### src/rtl/t01_game_pkg.sv
// Shared game constants and the drop scheduler state encoding.
// Imported by the scheduler, its interface and its period calculator.
package t01_game_pkg;

    localparam logic [3:0] GS_PLAY    = 4'd2;
    localparam logic [3:0] GS_RESTART = 4'd9;

    typedef enum logic [1:0] {
        IDLE,
        FALLING,
        LOCKING,
        LOCKED
    } sched_state_t;

endpackage

### src/rtl/t01_drop_scheduler_if.sv
// Signal bundle between game/board logic and the drop scheduler.
// The scheduler takes the slave side; game/board logic drives the master side.
interface t01_drop_scheduler_if;
    import t01_game_pkg::*;

    logic [3:0]   gamestate;
    logic [24:0]  scoremod;
    logic         soft_drop;
    logic         landed;
    logic         piece_moved;
    logic         drop_tick;
    logic         lock_pulse;
    logic [24:0]  period_out;
    sched_state_t sched_state;

    modport master (
        output gamestate, scoremod, soft_drop, landed, piece_moved,
        input  drop_tick, lock_pulse, period_out, sched_state
    );

    modport slave (
        input  gamestate, scoremod, soft_drop, landed, piece_moved,
        output drop_tick, lock_pulse, period_out, sched_state
    );

endinterface

### src/rtl/t01_period_calc.sv
// Gravity period from the speed modifier, clamped at the floor,
// with soft drop taking over only when it is faster.
module t01_period_calc #(
    parameter logic [24:0] BASE_PERIOD = 25'd25_000_000,
    parameter logic [24:0] MIN_PERIOD  = 25'd2_000_000,
    parameter logic [24:0] SOFT_PERIOD = 25'd1_000_000
) (
    input  logic [24:0] scoremod,
    input  logic        soft_drop,
    output logic [24:0] per
);
    logic [25:0] sum;
    logic [24:0] eff;

    // 26-bit sum so a saturated modifier cannot wrap below the base
    always_comb begin
        sum = {1'b0, scoremod} + {1'b0, MIN_PERIOD};
        eff = (sum < {1'b0, BASE_PERIOD}) ? BASE_PERIOD - scoremod
                                          : MIN_PERIOD;
        per = (soft_drop && (SOFT_PERIOD < eff)) ? SOFT_PERIOD : eff;
    end

endmodule

### src/rtl/t01_drop_scheduler.sv
// Gravity tick generator and lock-delay state machine for the
// falling piece; freezes while the game is paused.
module t01_drop_scheduler
    import t01_game_pkg::*;
#(
    parameter logic [24:0] BASE_PERIOD = 25'd25_000_000,
    parameter logic [24:0] MIN_PERIOD  = 25'd2_000_000,
    parameter logic [24:0] SOFT_PERIOD = 25'd1_000_000,
    parameter logic [24:0] LOCK_DELAY  = 25'd12_500_000,
    parameter logic [3:0]  MAX_RESETS  = 4'd15
) (
    input logic                 clk,
    input logic                 reset,
    t01_drop_scheduler_if.slave bus
);
    sched_state_t state_q, state_d;
    logic [24:0]  gcnt_q, gcnt_d;
    logic [24:0]  lcnt_q, lcnt_d;
    logic [3:0]   rused_q, rused_d;
    logic         tick_q, tick_d;
    logic         lock_q, lock_d;
    logic [24:0]  per_q, per_d;
    logic [24:0]  per;
    logic         play, restart, g_exp, l_exp, honored;

    t01_period_calc #(
        .BASE_PERIOD(BASE_PERIOD),
        .MIN_PERIOD (MIN_PERIOD),
        .SOFT_PERIOD(SOFT_PERIOD)
    ) u_period (
        .scoremod (bus.scoremod),
        .soft_drop(bus.soft_drop),
        .per      (per)
    );

    assign play    = (bus.gamestate == GS_PLAY);
    assign restart = (bus.gamestate == GS_RESTART);
    assign g_exp   = (gcnt_q >= per - 25'd1);
    assign l_exp   = (lcnt_q >= LOCK_DELAY - 25'd1);
    assign honored = bus.piece_moved && (rused_q < MAX_RESETS);

    always_ff @(posedge clk or posedge reset) begin
        if (reset) begin
            state_q <= IDLE;
            gcnt_q  <= '0;
            lcnt_q  <= '0;
            rused_q <= '0;
            tick_q  <= 1'b0;
            lock_q  <= 1'b0;
            per_q   <= BASE_PERIOD;
        end else begin
            state_q <= state_d;
            gcnt_q  <= gcnt_d;
            lcnt_q  <= lcnt_d;
            rused_q <= rused_d;
            tick_q  <= tick_d;
            lock_q  <= lock_d;
            per_q   <= per_d;
        end
    end

    always_comb begin
        state_d = state_q;
        gcnt_d  = gcnt_q;
        lcnt_d  = lcnt_q;
        rused_d = rused_q;
        if (restart) begin
            state_d = IDLE;
            gcnt_d  = '0;
            lcnt_d  = '0;
            rused_d = '0;
        end else if (play) begin
            unique case (state_q)
                IDLE: begin
                    state_d = FALLING;
                    gcnt_d  = '0;
                end
                FALLING: begin
                    if (bus.landed) begin
                        state_d = LOCKING;
                        lcnt_d  = '0;
                        gcnt_d  = '0;
                    end else if (g_exp) begin
                        gcnt_d = '0;
                    end else begin
                        gcnt_d = gcnt_q + 25'd1;
                    end
                end
                LOCKING: begin
                    // slide-off outranks moves; an honoured move outranks expiry
                    if (!bus.landed) begin
                        state_d = FALLING;
                        gcnt_d  = '0;
                    end else if (honored) begin
                        lcnt_d  = '0;
                        rused_d = rused_q + 4'd1;
                    end else if (l_exp) begin
                        state_d = LOCKED;
                    end else begin
                        lcnt_d = lcnt_q + 25'd1;
                    end
                end
                LOCKED: begin
                    state_d = FALLING;
                    gcnt_d  = '0;
                    rused_d = '0;
                end
                default: state_d = IDLE;
            endcase
        end
    end

    always_comb begin
        tick_d = play && (state_q == FALLING) && !bus.landed && g_exp;
        lock_d = play && (state_q == LOCKING) && bus.landed
                 && !honored && l_exp;
        per_d  = per_q;
        if (restart)
            per_d = BASE_PERIOD;
        else if (play)
            per_d = per;
    end

    assign bus.drop_tick   = tick_q;
    assign bus.lock_pulse  = lock_q;
    assign bus.period_out  = per_q;
    assign bus.sched_state = state_q;

endmodule

### src/flat_wrapper.sv
// flat-port wrapper written by rule: the top's interface ports become plain ports
module t01_drop_scheduler_flat import t01_game_pkg::*;
#(
    parameter logic [24:0] BASE_PERIOD = 25'd25_000_000,
    parameter logic [24:0] MIN_PERIOD  = 25'd2_000_000,
    parameter logic [24:0] SOFT_PERIOD = 25'd1_000_000,
    parameter logic [24:0] LOCK_DELAY  = 25'd12_500_000,
    parameter logic [3:0]  MAX_RESETS  = 4'd15
)
  (clk, reset, bus_gamestate, bus_scoremod, bus_soft_drop, bus_landed, bus_piece_moved, bus_drop_tick, bus_lock_pulse, bus_period_out, bus_sched_state);
  t01_drop_scheduler_if bus_i ();
  input logic clk;
  input logic reset;
  input wire logic [$bits(bus_i.gamestate)-1:0] bus_gamestate;
  input wire logic [$bits(bus_i.scoremod)-1:0] bus_scoremod;
  input wire logic [$bits(bus_i.soft_drop)-1:0] bus_soft_drop;
  input wire logic [$bits(bus_i.landed)-1:0] bus_landed;
  input wire logic [$bits(bus_i.piece_moved)-1:0] bus_piece_moved;
  output wire logic [$bits(bus_i.drop_tick)-1:0] bus_drop_tick;
  output wire logic [$bits(bus_i.lock_pulse)-1:0] bus_lock_pulse;
  output wire logic [$bits(bus_i.period_out)-1:0] bus_period_out;
  output wire logic [$bits(bus_i.sched_state)-1:0] bus_sched_state;
  assign bus_i.gamestate = bus_gamestate;
  assign bus_i.scoremod = bus_scoremod;
  assign bus_i.soft_drop = bus_soft_drop;
  assign bus_i.landed = bus_landed;
  assign bus_i.piece_moved = bus_piece_moved;
  assign bus_drop_tick = bus_i.drop_tick;
  assign bus_lock_pulse = bus_i.lock_pulse;
  assign bus_period_out = bus_i.period_out;
  assign bus_sched_state = bus_i.sched_state;
  t01_drop_scheduler #(.BASE_PERIOD(BASE_PERIOD), .MIN_PERIOD(MIN_PERIOD), .SOFT_PERIOD(SOFT_PERIOD), .LOCK_DELAY(LOCK_DELAY), .MAX_RESETS(MAX_RESETS)) u_core (.clk(clk), .reset(reset), .bus(bus_i));
endmodule
### config.mk
export PLATFORM = sky130hd
export DESIGN_NAME = t01_drop_scheduler_flat
export DESIGN_NICKNAME = d
export VERILOG_FILES = /design/src/rtl/t01_game_pkg.sv /design/src/rtl/t01_drop_scheduler_if.sv /design/src/rtl/t01_period_calc.sv /design/src/rtl/t01_drop_scheduler.sv /design/src/flat_wrapper.sv
export SDC_FILE = /design/constraint.sdc
export NUM_CORES = 1
export LEC_CHECK = 0
export CAP_MARGIN = 20
export CORE_AREA = 2 2 125 127
export CTS_BUF_LIST = sky130_fd_sc_hd__clkbuf_8
export CTS_CLUSTER_DIAMETER = 50
export DETAILED_ROUTE_END_ITERATION = 7
export DIE_AREA = 0 0 127 129
export GPL_TIMING_DRIVEN = 0
export PLACE_DENSITY_LB_ADDON = 0.3
export SLEW_MARGIN = 20
export SYNTH_ARGS = -nofsm -noshare
export SYNTH_HDL_FRONTEND = slang
export SYNTH_SLANG_ARGS = --single-unit
### constraint.sdc
create_clock -name clk -period 3.8 [get_ports clk]
set_input_delay 0.95 -clock clk [delete_from_list [all_inputs] [get_ports clk]]
set_output_delay 0.95 -clock clk [all_outputs]
set_load 0.03 [all_outputs]
==> reports/metrics.yaml <==
sta:
  final_period_minus_worst_setup_slack_ns: 5.82
  unrepaired_setup_endpoints_after_global_routing: "yes"
  worst_rel_slew_slack: 0.448
  tightestPinTransition_ns: 0.821
  postLayoutSetupSlackWorst_ns: -2.02
  finalMaxSlewViolations: 0
  fin_worst_skew_ns: 0.0106
  hold_viol: 0
  final_setup_violations: 26
  finalCritPeriodShare: 1.53
  clock.fmax_ghz: 0.172
finish:
  ratio_of_cells_with_drive_above_1_in_the_final_layout: 0.255
  fillers: 1291
  final_util: 0.587
  design.final.nets: 999
  area_overhead_of_the_layout_relative_to_synthesis_pct: 33.2
  antenna_cells: 0
placed_design:
  hpwlAfterDp_um: 13600
  numPortBuffers: 54
  pre_cts_slack_ns: -3.67
  finalWeightedCongestion: 0.897
clock_network:
  cts-root-to-sink-buffers: 2
  cts.htree.levels: 3
  clock-sinks: 83
  cts_buffers: 9
  cts_root_buffer: "clkbuf_8"
  clkSlewWorstSetupHoldPaths_ns: 0.08
  insertion_delay_ns: 0.39
  tritoncts_clock_tree: "built"
setup_path:
  crit_fanout: 8
  library_cell_contributing_the_largest_single_delay_on_the_critical_path: "or4_4"
  critical-path-top-delay-family: "simple AND/OR/NAND/NOR gates"
  timing.critical_path.required_ns: 4.08
  critPathMaxStageDelay_ns: 0.55
  critical_path_buf_inv_count: 5
  setup.worst_path.start_class: "input pin"
  timing.setup.critical_path_class: "in -> reg"
  timing.critical_path.to_type: "flip-flop"
  cp_data_arrival_time_ns: 6.10
grt:
  grt_antenna_before_repair: 0
  grtUsageTotal: 0.242
  grt_max_degree: 44
  number_of_global_route_vias_before_repair: 6259
  global_route_wire_length_before_repair_um: 31700
  gr-total-overflow: 0
yosys:
  synth.cells.most_frequent: "nand2_1, nor2_1, dfrtp_1, o21ai_0, a21oi_1"
  synth_seq_cells: 83
  ys_dominant_reg_cell: "dfrtp_1"
  synth_fp_nets: 862
  netlist.area_leader.share: 0.269
  post_synth.cell_area_avg_um2: 8.33
  seq_area_frac_synth: 0.317
  synth.area.top_cells: "dfrtp_1, ha_1, dfstp_2"
  synth_largest_area_cell: "dfrtp_1"
  async_flop_share: 1.00
  ys_warn_count: 0
  synth-edff-count: 0
  post_synth_inst_count: 792
  synth_cell_type_count: 88
  synthMostInstantiatedCell: "nand2_1"
  netlist_area_mm2: 0.00660
pwr:
  leakagePower_uw: 0.00370
  sequential_fraction_of_design_power: 0.403
  design_power_total_uw: 2550
  ir_drop_v: 0.000163
  cell_internal_pwr_uw: 1640
  power_density_mw_per_mm2: 290
  switching_power_uw: 904
  power_frac_clock: 0.263
  power_switching_share: 0.355
  share_comb_of_total_power: 0.334
floorplanning:
  ioPinCount: 63
  dieArea_mm2: 0.0164
  die_y_um: 129
  die_w_um: 127
  floorplan.rows: 45
  core-area_mm2: 0.0150
  initial_core_util: 0.440
route:
  drtAntennaViolNets: 0
  route.vias.total: 6586
  route.detailed.vias_per_inst: 5.88
  wl_per_cell_um: 17.8
  postRouteWirelength_um: 20000
  post-route-drc-count: 0
  routed_wl_met2_um: 9900
  met3WireLength_um: 839
  drt_pre_antenna_iters: 7
  top_layer_used: "met4"
  drt_iter0_drc: 481
  routed_metal_1_wirelength_um: 8630
status:
  status: "finished with violations"
  violated_checks: "negative setup slack"
run:
  max_cap_viol_count: 0
worst_hold_path:
  hold_path.class: "reg -> reg"
==> what timing repair did <==
item	in CTS	in global routing
buffers inserted	58	14
cloned	1	0
gates resized for setup	137	42
pin swaps	59	24
endpoints found under the setup margin	57	36
hold buffers	0	0
==> power groups by stage <==
stage / Combinational [uW] / Clock (uW) / Sequential [uW]
2_1_floorplan: 391 / 0 / 1120
3_3_place_gp: 712 / 0 / 1040
3_5_place_dp: 724 / 0 / 1040
4_1_cts: 811 / 682 / 1030
5_1_grt: 919 / 727 / 1040
6_report: 851 / 671 / 1030
==> cells in the final DEF (no fill, tap or decap), types with 8 or more instances in the layout <==
master	netlist	layout
xor2_1	25	25
clkbuf_1	20	17
xnor2_1	36	33
buf_4	0	67
ha_1	36	31
nand3_1	30	25
buf_6	1	14
nand2_1	79	75
and3_1	15	15
o21ai_0	60	46
inv_1	32	29
nor2_1	75	64
nor4_1	14	8
o211ai_1	9	9
o21ai_1	10	17
buf_2	14	8
a21oi_1	37	32
nor2b_1	9	9
clkdlybuf4s50_1	0	39
nor3_1	25	22
dfrtp_1	71	71
dfstp_2	12	12
nand4_1	16	16
clkbuf_8	0	10
or3_1	15	15
==> stage by stage <==
step	setup TNS, ns	instance area (um^2)	hold slack [ns]	instances
floorplan	-53.03	6720	0.468	792
global placement	-171.12	7500	0.470	1034
detailed placement	-117.00	7530	0.476	1035
CTS	-44.84	8530	0.495	1107
global route	-55.56	8790	0.525	1121
finish	-50.28	8790	0.494	1121
==> layout make-up <==
type                            instances  area [um^2]  area share
Inverter                               32          130      0.0148
Clock buffer                           10          138      0.0157
Timing Repair Buffer                  127         1140       0.130
Clock inverter                          5         62.6     0.00712
Tap cell                              188          235      0.0268
Multi-Input combinational cell        643         4790       0.545
Sequential cell                        83         2090       0.238
Buffer                                 33          201      0.0229
==> worst paths after layout <==
kind	startpoint	to	slack, ns	depth (start not counted)
max reg2reg	u_core.lcnt_q[9]	u_core.lcnt_q[8]	0.75	9
min reg2reg	u_core.bus.period_out[1]	u_core.bus.period_out[1]	0.49	2
min in group asynchronous	reset	u_core.gcnt_q[23]	0.97	2
max	bus_scoremod[9]	u_core.gcnt_q[6]	-2.02	30
max in group asynchronous	reset	u_core.bus.period_out[24]	2.17	3
min	u_core.bus.period_out[1]	u_core.bus.period_out[1]	0.49	2
==> kinds of logic after synthesis <==
family / after synthesis / synth area share
muxes: 2 / 0.00304
buffers and inverters: 67 / 0.0419
adders and majority gates: 36 / 0.0683
AOI/OAI and AO/OA: 209 / 0.218
DFF: 83 / 0.317
and+or+nand+nor: 332 / 0.265
xor gates and xnor gates: 63 / 0.0859
==> worst min-delay path, cell delays in order (launching register included) <==
cell     delay, ns
dfrtp_1       0.35
nand2_1       0.05
o21ai_1       0.06
==> flip-flops by register name (all words and copies together), names as in the netlist <==
register                flops
u_core.bus.period_out      25
u_core.gcnt_q              25
u_core.lcnt_q              25
u_core.rused_q              4
u_core.bus.sched_state      2
u_core.bus.drop_tick        1
u_core.bus.lock_pulse       1
==> routing by layer <==
| layer | track usage | up-vias |
|---|---|---|
| met5 | 0 | - |
| met4 | 0.0957 | 0 |
| met3 | 0.0428 | 40 |
| met2 | 0.411 | 184 |
| met1 | 0.308 | 3172 |
| li1 | - | 3190 |
Note: power is estimated with default switching activity, not from simulation.
